**src/rtl/net_strength_resolver_if.sv**
```systemverilog
// Bundle of driver inputs and resolved-net outputs for net_strength_resolver.
// The master side drives the drivers; the slave side is the resolver.
interface net_strength_resolver_if #(
  parameter int W     = 16,
  parameter int NDRV  = 2,
  parameter int CNT_W = 8
);
  logic                in_valid;
  logic [NDRV-1:0]     drv_en;
  logic [NDRV*W-1:0]   drv_val;
  logic [NDRV*3-1:0]   drv_str0;
  logic [NDRV*3-1:0]   drv_str1;
  logic                clr_cnt;
  logic                out_valid;
  logic [W-1:0]        out_val;
  logic [W-1:0]        out_x;
  logic [W-1:0]        out_z;
  logic                conflict;
  logic [CNT_W-1:0]    conflict_cnt;

  modport master (
    output in_valid, drv_en, drv_val, drv_str0, drv_str1, clr_cnt,
    input  out_valid, out_val, out_x, out_z, conflict, conflict_cnt
  );

  modport slave (
    input  in_valid, drv_en, drv_val, drv_str0, drv_str1, clr_cnt,
    output out_valid, out_val, out_x, out_z, conflict, conflict_cnt
  );
endinterface

```
**src/rtl/net_strength_resolver.sv**
```systemverilog
// Multi-driver net resolver: per-bit strongest drive wins, equal-strength opposites give X,
// undriven bits go Z or (trireg) hold charge with optional decay. One registered output stage.
module net_strength_resolver #(
  parameter int W      = 16,
  parameter int NDRV   = 2,
  parameter int TRIREG = 0,
  parameter int DECAY  = 0,
  parameter int CNT_W  = 8
) (
  input  logic clk,
  input  logic rst,
  net_strength_resolver_if.slave bus
);
  localparam int AGE_W = (DECAY > 0) ? $clog2(DECAY + 1) : 1;
  localparam logic [AGE_W-1:0] AGE_LIM = (DECAY > 0) ? AGE_W'(DECAY) : '1;
  localparam logic [CNT_W-1:0] CNT_MAX = '1;

  function automatic logic [CNT_W-1:0] sat_inc_cnt(input logic [CNT_W-1:0] c);
    return (c == CNT_MAX) ? c : c + 1'b1;
  endfunction

  function automatic logic [AGE_W-1:0] sat_inc_age(input logic [AGE_W-1:0] a);
    return (a == AGE_LIM) ? a : a + 1'b1;
  endfunction

  logic [W-1:0]     res_one, res_zero;
  logic [W-1:0]     res_drv, res_cont, res_val;
  logic [2:0]       smax, s;
  logic             v;

  // Strength resolution (combinational, from driver inputs)
  always_comb begin
    res_one  = '0;
    res_zero = '0;
    smax     = '0;
    s        = '0;
    v        = 1'b0;
    for (int b = 0; b < W; b++) begin
      smax = '0;
      for (int i = 0; i < NDRV; i++) begin
        v = bus.drv_val[i*W + b];
        s = v ? bus.drv_str1[i*3 +: 3] : bus.drv_str0[i*3 +: 3];
        if (bus.drv_en[i] && (s > smax)) smax = s;
      end
      for (int i = 0; i < NDRV; i++) begin
        v = bus.drv_val[i*W + b];
        s = v ? bus.drv_str1[i*3 +: 3] : bus.drv_str0[i*3 +: 3];
        if (bus.drv_en[i] && (s != 3'd0) && (s == smax)) begin
          if (v) res_one[b]  = 1'b1;
          else   res_zero[b] = 1'b1;
        end
      end
    end
  end

  assign res_drv  = res_one | res_zero;
  assign res_cont = res_one & res_zero;
  assign res_val  = res_one & ~res_zero;

  logic             vld_p1, conflict_p1;
  logic [W-1:0]     val_p1, x_p1, z_p1, held_p1;
  logic [AGE_W-1:0] age_p1 [W];
  logic [CNT_W-1:0] cnt_p1;

  logic [W-1:0]     val_n, x_n, z_n, held_n;
  logic [AGE_W-1:0] age_n [W];
  logic             enter;
  logic             has_cont;

  assign has_cont = bus.in_valid && (|res_cont);

  // Next output/hold state per bit, including trireg charge decay
  always_comb begin
    val_n  = val_p1;
    x_n    = x_p1;
    z_n    = z_p1;
    held_n = held_p1;
    enter  = 1'b0;
    for (int b = 0; b < W; b++) age_n[b] = age_p1[b];
    for (int b = 0; b < W; b++) begin
      enter = 1'b0;
      if (bus.in_valid && res_drv[b]) begin
        val_n[b]  = res_val[b];
        x_n[b]    = res_cont[b];
        z_n[b]    = 1'b0;
        held_n[b] = 1'b0;
        age_n[b]  = '0;
      end else if (TRIREG == 0) begin
        if (bus.in_valid) begin
          val_n[b] = 1'b0;
          x_n[b]   = 1'b0;
          z_n[b]   = 1'b1;
        end
      end else begin
        // A bit that has never been driven since reset keeps reading Z.
        enter = bus.in_valid && !held_p1[b] && !z_p1[b];
        if (enter) begin
          held_n[b] = 1'b1;
          age_n[b]  = AGE_W'(1);
        end else if (held_p1[b]) begin
          age_n[b] = sat_inc_age(age_p1[b]);
        end
        if ((DECAY > 0) && held_n[b] && (age_n[b] == AGE_LIM)) begin
          val_n[b] = 1'b0;
          x_n[b]   = 1'b1;
        end
      end
    end
  end

  // Stage p1: registered outputs and conflict statistics
  always_ff @(posedge clk) begin
    if (rst) begin
      vld_p1      <= 1'b0;
      val_p1      <= '0;
      x_p1        <= '0;
      z_p1        <= '1;
      held_p1     <= '0;
      conflict_p1 <= 1'b0;
      cnt_p1      <= '0;
      for (int b = 0; b < W; b++) age_p1[b] <= '0;
    end else begin
      vld_p1      <= bus.in_valid;
      val_p1      <= val_n;
      x_p1        <= x_n;
      z_p1        <= z_n;
      held_p1     <= held_n;
      conflict_p1 <= has_cont;
      for (int b = 0; b < W; b++) age_p1[b] <= age_n[b];
      if (bus.clr_cnt) cnt_p1 <= has_cont ? CNT_W'(1) : '0;
      else if (has_cont) cnt_p1 <= sat_inc_cnt(cnt_p1);
    end
  end

  assign bus.out_valid    = vld_p1;
  assign bus.out_val      = val_p1;
  assign bus.out_x        = x_p1;
  assign bus.out_z        = z_p1;
  assign bus.conflict     = conflict_p1;
  assign bus.conflict_cnt = cnt_p1;
endmodule

```
**src/flat_wrapper.sv**
```systemverilog
// flat-port wrapper written by rule: the top's interface ports become plain ports
module net_strength_resolver_flat 
#(
  parameter int W      = 16,
  parameter int NDRV   = 2,
  parameter int TRIREG = 0,
  parameter int DECAY  = 0,
  parameter int CNT_W  = 8
)
  (clk, rst, bus_in_valid, bus_drv_en, bus_drv_val, bus_drv_str0, bus_drv_str1, bus_clr_cnt, bus_out_valid, bus_out_val, bus_out_x, bus_out_z, bus_conflict, bus_conflict_cnt);
  net_strength_resolver_if #(.W(W), .NDRV(NDRV), .CNT_W(CNT_W)) bus_i ();
  input  logic clk;
  input  logic rst;
  input wire logic [$bits(bus_i.in_valid)-1:0] bus_in_valid;
  input wire logic [$bits(bus_i.drv_en)-1:0] bus_drv_en;
  input wire logic [$bits(bus_i.drv_val)-1:0] bus_drv_val;
  input wire logic [$bits(bus_i.drv_str0)-1:0] bus_drv_str0;
  input wire logic [$bits(bus_i.drv_str1)-1:0] bus_drv_str1;
  input wire logic [$bits(bus_i.clr_cnt)-1:0] bus_clr_cnt;
  output wire logic [$bits(bus_i.out_valid)-1:0] bus_out_valid;
  output wire logic [$bits(bus_i.out_val)-1:0] bus_out_val;
  output wire logic [$bits(bus_i.out_x)-1:0] bus_out_x;
  output wire logic [$bits(bus_i.out_z)-1:0] bus_out_z;
  output wire logic [$bits(bus_i.conflict)-1:0] bus_conflict;
  output wire logic [$bits(bus_i.conflict_cnt)-1:0] bus_conflict_cnt;
  assign bus_i.in_valid = bus_in_valid;
  assign bus_i.drv_en = bus_drv_en;
  assign bus_i.drv_val = bus_drv_val;
  assign bus_i.drv_str0 = bus_drv_str0;
  assign bus_i.drv_str1 = bus_drv_str1;
  assign bus_i.clr_cnt = bus_clr_cnt;
  assign bus_out_valid = bus_i.out_valid;
  assign bus_out_val = bus_i.out_val;
  assign bus_out_x = bus_i.out_x;
  assign bus_out_z = bus_i.out_z;
  assign bus_conflict = bus_i.conflict;
  assign bus_conflict_cnt = bus_i.conflict_cnt;
  net_strength_resolver #(.W(W), .NDRV(NDRV), .TRIREG(TRIREG), .DECAY(DECAY), .CNT_W(CNT_W)) u_core (.clk(clk), .rst(rst), .bus(bus_i));
endmodule
```
**config.mk**
```make
export PLATFORM = sky130hd
export DESIGN_NAME = net_strength_resolver_flat
export DESIGN_NICKNAME = d
export VERILOG_FILES = /design/src/rtl/net_strength_resolver_if.sv /design/src/rtl/net_strength_resolver.sv /design/src/flat_wrapper.sv
export SDC_FILE = /design/constraint.sdc
export NUM_CORES = 1
export LEC_CHECK = 0
export CAP_MARGIN = 10
export CORE_ASPECT_RATIO = 1.25
export CORE_MARGIN = 1
export CORE_UTILIZATION = 56
export DETAILED_ROUTE_END_ITERATION = 10
export PLACE_DENSITY = 0.88
export SLEW_MARGIN = 20
export SYNTH_ARGS = -nofsm -noshare
export SYNTH_HDL_FRONTEND = slang
export SYNTH_SLANG_ARGS = --single-unit
```
**constraint.sdc**
```tcl
create_clock -name clk -period 4.68 [get_ports clk]
set_input_delay 0.468 -clock clk [delete_from_list [all_inputs] [get_ports clk]]
set_output_delay 0.468 -clock clk [all_outputs]
set_load 0.01 [all_outputs]
```
==> results of run 1 <==
==> power breakdown <==
part	leakage [nW]	switching [mW]	total (mW)	internal, mW
clock network	0.151	0.244	0.703	0.460
logic	3.09	0.531	0.940	0.409
registers	0.475	0.0209	0.549	0.529
==> cell families after synthesis <==
| family | synth area share |
|---|---|
| AO/OA/AOI/OAI | 0.2059 |
| multiplexers | 0.1690 |
| AND/OR/NAND/NOR | 0.2125 |
| buffers and inverters | 0.08060 |
| adder cells (fa/ha/maj) | 0.08494 |
| XOR/XNOR | 0.08615 |
| flip-flops | 0.1609 |
==> worst paths after layout <==
path	to	slack [ps]	cells past startpoint
max	u_core.bus.conflict_cnt[0]	270	14
min	u_core.bus.out_val[4]	450	2
max reg2reg	u_core.bus.conflict_cnt[0]	2750	6
min reg2reg	u_core.bus.out_val[4]	450	2
==> cell usage in the layout, fill, tap and decap left out, drive strengths merged, types with 7 or more instances in the layout <==
master / n
o31ai: 7
nor2: 77
nand3: 24
and2: 14
clkdlybuf4s50: 106
mux2: 37
xnor2: 53
clkbuf: 9
a21oi: 71
nor4: 7
nor2b: 19
o221ai: 7
nand2: 97
nand2b: 12
or3: 14
dfxtp: 58
mux2i: 79
buf: 52
ha: 49
o21ai: 71
nor3: 27
xor2: 18
inv: 59
==> sequential cells by signal, summed over array words and instances, names as in the netlist <==
register and cells:
u_core.bus.out_x 16, u_core.bus.out_z 16, u_core.bus.conflict 1, u_core.bus.out_valid 1, u_core.bus.out_val 16, u_core.bus.conflict_cnt 8
==> worst min-delay path, stage by stage, from the launching register on <==
cell and delay, ps:
dfxtp_1 320, nand2_1 50, o31ai_1 50
==> metal layers <==
| layer | track usage | up-vias | part of all wire |
|---|---|---|---|
| li1 | - | 3667 | - |
| met1 | 0.4001 | 3657 | 0.39 |
| met4 | 0.2396 | 0 | 0.062 |
| met2 | 0.5973 | 533 | 0.46 |
| met3 | 0.06434 | 138 | 0.089 |
| met5 | 0 | - | 0 |
==> stage by stage <==
stage                     setup TNS [ps]  hold WS, ps  total power [mW]
after global routing                   0        471.4             2.294
after detailed placement          -29.37        441.7             1.463
final                                  0        453.0             2.193
after floorplan                        0        477.4             1.175
after CTS                              0        455.8             2.170
after global placement            -21.52        441.3             1.437
==> area by class of cell <==
type                    count  area [sq um]
multi-input cells         785          5475
well taps                 168         210.2
clock inverters             6         82.58
inverters                  60         225.2
repair buffers            159          1464
clock buffers               9         225.2
fillers                   957          3761
flip-flops and latches     58          1161
==> results.json, run 1 <==
{
  "status": "finished, final reports clean",
  "yosys_warnings": 0,
  "drt_pass1_iterations": 5,
  "min_period_ps": 4412,
  "synth_cell_types": 73,
  "yosys.area.top_type": "dfxtp_1",
  "antenna_found_initial": 0,
  "htreeDepth": 3,
  "crit_buf_inv": 3,
  "drive_gt1_frac": 0.1049,
  "die_area_sq_um": 13350,
  "tightest_slew_ps": 968.7,
  "vdd_drop_max_uv": 202.0,
  "cts_setup_buffers": 0,
  "end_kind": "register",
  "synth_seq_cells": 58,
  "grt_pass1_vias": 7582,
  "syn_area_sq_um": 7218,
  "drc": 0,
  "gr-usage-all-layers": 0.3498,
  "ctsHoldBuffers": 0,
  "synth.net_count": 1084,
  "dp_slack_ps": -29.37,
  "async_flop_share": 0,
  "rsz0062_at_grt": "no",
  "syn_to_final_growth_pct": 22.52,
  "wirelength_mm": 23.87,
  "crit_fanout": 12,
  "drt_iter0_drc": 860,
  "crit_family": "compound AO/OA/AOI/OAI gates",
  "die_w_um": 103.5,
  "hp-start": "u_core.bus.out_val[4]",
  "setup_ws_ps": 267.9,
  "power_density_nw_per_um2": 248.0,
  "placed_area_sq_um": 8533,
  "maxSlewHeadroom": 0.3375,
  "skew_ps": 5.970,
  "cp-startpoint": "bus_drv_str1[4]",
  "synth_area_per_cell_sq_um": 7.328,
  "crit_path_cell_trace": "clkdlybuf4s50_1, buf_4, mux2i_1, inv_1, ha_1, a211oi_1, nor3b_1, o311ai_1, nor4b_1, a311oi_1, nand4b_2, o211ai_4, or4b_1, o41ai_1",
  "gp_routability_congestion": 0.9815,
  "hp-class": "reg2reg",
  "leakage_nw": 3.720,
  "fmaxAchievable_ghz": 0.2266,
  "timing.max_cap.violations": 0,
  "wire_per_inst_um": 19.17,
  "path_clk_slew_ps": 50,
  "synth_top_area_share": 0.1609,
  "via_per_inst": 6.422,
  "row_count": 46,
  "synthMostInstantiatedCell": "nand2_1",
  "arrival_ps": 4630,
  "required_ps": 4900,
  "ioPinCount": 108,
  "numPortBuffers": 107,
  "vias": 7995,
  "finalNetCount": 1172,
  "synthCells": 985,
  "root_buffer": "clkbuf_16",
  "critPathSlowestCell": "clkdlybuf4s50_1",
  "setup_viol": 0,
  "critPathKind": "in2reg",
  "fp.dieH_um": 128.9,
  "synth_common_cells": "97 x nand2_1, 78 x mux2i_1, 77 x nor2_1",
  "antenna_cells": 0,
  "grt-ovfl-total": 0,
  "finalHoldViolations": 0,
  "dp_cells": 1230,
  "final_cells": 1245,
  "critPathLaunchType": "primary input",
  "rr_startpoint": "u_core.bus.conflict_cnt[3]",
  "grt_max_degree": 26,
  "grt_pass1_wl_mm": 37.36,
  "finalMaxSlewViolations": 0,
  "cts_max_path_buffers": 2,
  "clock_latency_ps": 330,
  "fin_area_sq_um": 8843,
  "cts.sinks": 58,
  "cts_tree": "yes",
  "core_sq_um": 12600,
  "final_antenna_net_count": 0,
  "cts_resized": 0,
  "post-route-period-util": 0.9428,
  "dp_hpwl_mm": 17.65,
  "synth.area.top_cells": "dfxtp_1 16%, mux2i_1 11%, ha_1 8.5%",
  "numCtsBuffers": 9,
  "initial_core_util": 0.5727,
  "max_stage_delay_ps": 700,
  "final_util": 0.7016,
  "yosysSeqAreaShare": 0.1609,
  "synth-main-ff-cell": "dfxtp_1",
  "synth_edf_count": 0
}
No activity file was read; power rests on OpenSTA's default activity.
==> inputs of run 2 (changes only) <==
--- a/config.mk
+++ b/config.mk
@@ -10,7 +10,7 @@
 export CORE_MARGIN = 1
 export CORE_UTILIZATION = 56
 export DETAILED_ROUTE_END_ITERATION = 10
-export PLACE_DENSITY = 0.88
+export PLACE_DENSITY = 0.84
 export SLEW_MARGIN = 20
 export SYNTH_ARGS = -nofsm -noshare
 export SYNTH_HDL_FRONTEND = slang
==> results.json, run 2 (same netlist as run 1, synthesis figures left out) <==
{
  "syn_to_final_growth_pct": 22.31,
  "dp_hpwl_mm": 16.89,
  "cts_resized": 0,
  "clock_latency_ps": 330,
  "finalHoldViolations": 0,
  "die_area_sq_um": 13350,
  "numPortBuffers": 107,
  "antenna_cells": 0,
  "final_common_cell": "clkdlybuf4s50_1",
  "initial_core_util": 0.5727,
  "multi_input_area_sq_um": 5475,
  "tightest_slew_ps": 827.2,
  "crit_buf_inv": 3,
  "path_clk_slew_ps": 50,
  "vdd_drop_max_uv": 186.5,
  "setup_viol": 0,
  "wirelength_mm": 22.62,
  "antenna_found_initial": 0,
  "status": "finished, final reports clean",
  "power_density_nw_per_um2": 238.9,
  "r2r_slack_ps": 2810,
  "cp_num_cells": 14,
  "gr-usage-all-layers": 0.3379,
  "numCtsBuffers": 9,
  "crit_path_end": "u_core.bus.conflict_cnt[0]",
  "drc": 0,
  "cts_setup_buffers": 0,
  "cts_tree": "yes",
  "required_ps": 4900,
  "fmaxAchievable_ghz": 0.2290,
  "die_w_um": 103.5,
  "critPathLaunchType": "primary input",
  "fin_area_sq_um": 8828,
  "final_antenna_net_count": 0,
  "ff2ff_path_depth": 6,
  "cts.sinks": 58,
  "finalNetCount": 1170,
  "nFillCells": 1021,
  "drt_pass1_iterations": 7,
  "drive_gt1_frac": 0.1023,
  "whs_ps": 452.5,
  "arrival_ps": 4590,
  "timing.max_cap.violations": 0,
  "rr_startpoint": "u_core.bus.conflict_cnt[3]",
  "min_period_ps": 4368,
  "grt_pass1_wl_mm": 36.11,
  "crit_fanout": 13,
  "layout_common_cells": "107 x clkdlybuf4s50_1, 97 x nand2_1, 78 x mux2i_1, 77 x nor2_1, 71 x a21oi_1",
  "finalMaxSlewViolations": 0,
  "root_buffer": "clkbuf_16",
  "hp-class": "reg2reg",
  "r2r_end": "u_core.bus.conflict_cnt[0]",
  "grt_pass1_vias": 7264,
  "leakage_nw": 3.699,
  "maxSlewHeadroom": 0.4343,
  "crit_family": "buffers and inverters",
  "wire_per_inst_um": 18.19,
  "fin_setup_tns_ps": 0,
  "gp_routability_congestion": 0.9526,
  "placed_area_sq_um": 8543,
  "crit_path_cell_trace": "clkdlybuf4s50_1, buf_4, mux2i_1, ha_1, nand3_1, o2111ai_1, o21ai_0, a2111oi_0, buf_4, nor4_1, nand4b_2, o211ai_4, or4b_1, o41ai_1",
  "critPathKind": "in2reg",
  "end_kind": "register",
  "core_sq_um": 12600,
  "cp-startpoint": "bus_drv_str0[3]",
  "grt-ovfl-total": 0,
  "vias": 7639,
  "grt_max_degree": 38,
  "final_util": 0.7004,
  "max_stage_delay_ps": 720,
  "rsz0062_at_grt": "no",
  "ioPinCount": 108,
  "drt_iter0_drc": 635,
  "post-route-period-util": 0.9333,
  "ctsHoldBuffers": 0,
  "via_per_inst": 6.146,
  "skew_ps": 2.589,
  "regArea_sq_um": 1161,
  "cts_max_path_buffers": 2,
  "htreeDepth": 3,
  "row_count": 46,
  "critPathSlowestCell": "clkdlybuf4s50_1",
  "fp.dieH_um": 128.9,
  "crit_path_frequent_cell": "buf_4"
}
[run 2: routing by layer]
metal | routed length [um] | GRT usage | vias to the layer above
li1 | - | - | 3662
met1 | 9006 | 0.4000 | 3497
met2 | 10720 | 0.5898 | 407
met3 | 1970 | 0.05572 | 73
met4 | 919 | 0.1773 | 0
met5 | 0 | 0 | -
[run 2: through the flow]
| step | worst slack [ps] | cells | power (mW) |
|---|---|---|---|
| 3_3_place_gp | 99.38 | 1228 | 1.440 |
| 6_report | 312.3 | 1243 | 2.109 |
| 2_1_floorplan | 961.3 | 985 | 1.175 |
| 4_1_cts | 392.3 | 1243 | 2.095 |
| 3_5_place_dp | 70.36 | 1228 | 1.459 |
| 5_1_grt | 43.81 | 1243 | 2.221 |
[run 2: tightest hold or removal path, stage by stage, from the launching register on]
cell and delay (ps):
dfxtp_1 310, nand2_1 50, o31ai_1 50
[run 2: power by group]
group / total, mW / internal [mW] / leakage [nW] / switching (mW)
registers: 0.550 / 0.529 / 0.475 / 0.0217
logic: 0.923 / 0.409 / 3.09 / 0.514
clock network: 0.635 / 0.407 / 0.138 / 0.228
total: 2.11 / 1.35 / 3.70 / 0.764
[run 2: worst min-delay path by stage]
| stage | to | cells past startpoint | start |
|---|---|---|---|
| final | u_core.bus.out_val[4] | 2 | u_core.bus.out_val[4] |
| after global routing | u_core.bus.out_val[12] | 2 | u_core.bus.out_val[12] |
| after CTS | u_core.bus.out_val[10] | 2 | u_core.bus.out_val[10] |
| after detailed placement | u_core.bus.out_val[12] | 2 | u_core.bus.out_val[12] |
| after global placement | u_core.bus.out_val[8] | 2 | u_core.bus.out_val[8] |
| after floorplan | u_core.bus.out_val[4] | 2 | u_core.bus.out_val[4] |
[run 2: layout make-up]
class / count / share of cell area
multi-input combinational: 785 / 0.6202
timing repair buffer: 157 / 0.1667
tap: 168 / 0.02381
sequential: 58 / 0.1315
clock buffer: 10 / 0.02594
inverter: 60 / 0.02551
clock inverter: 5 / 0.006378
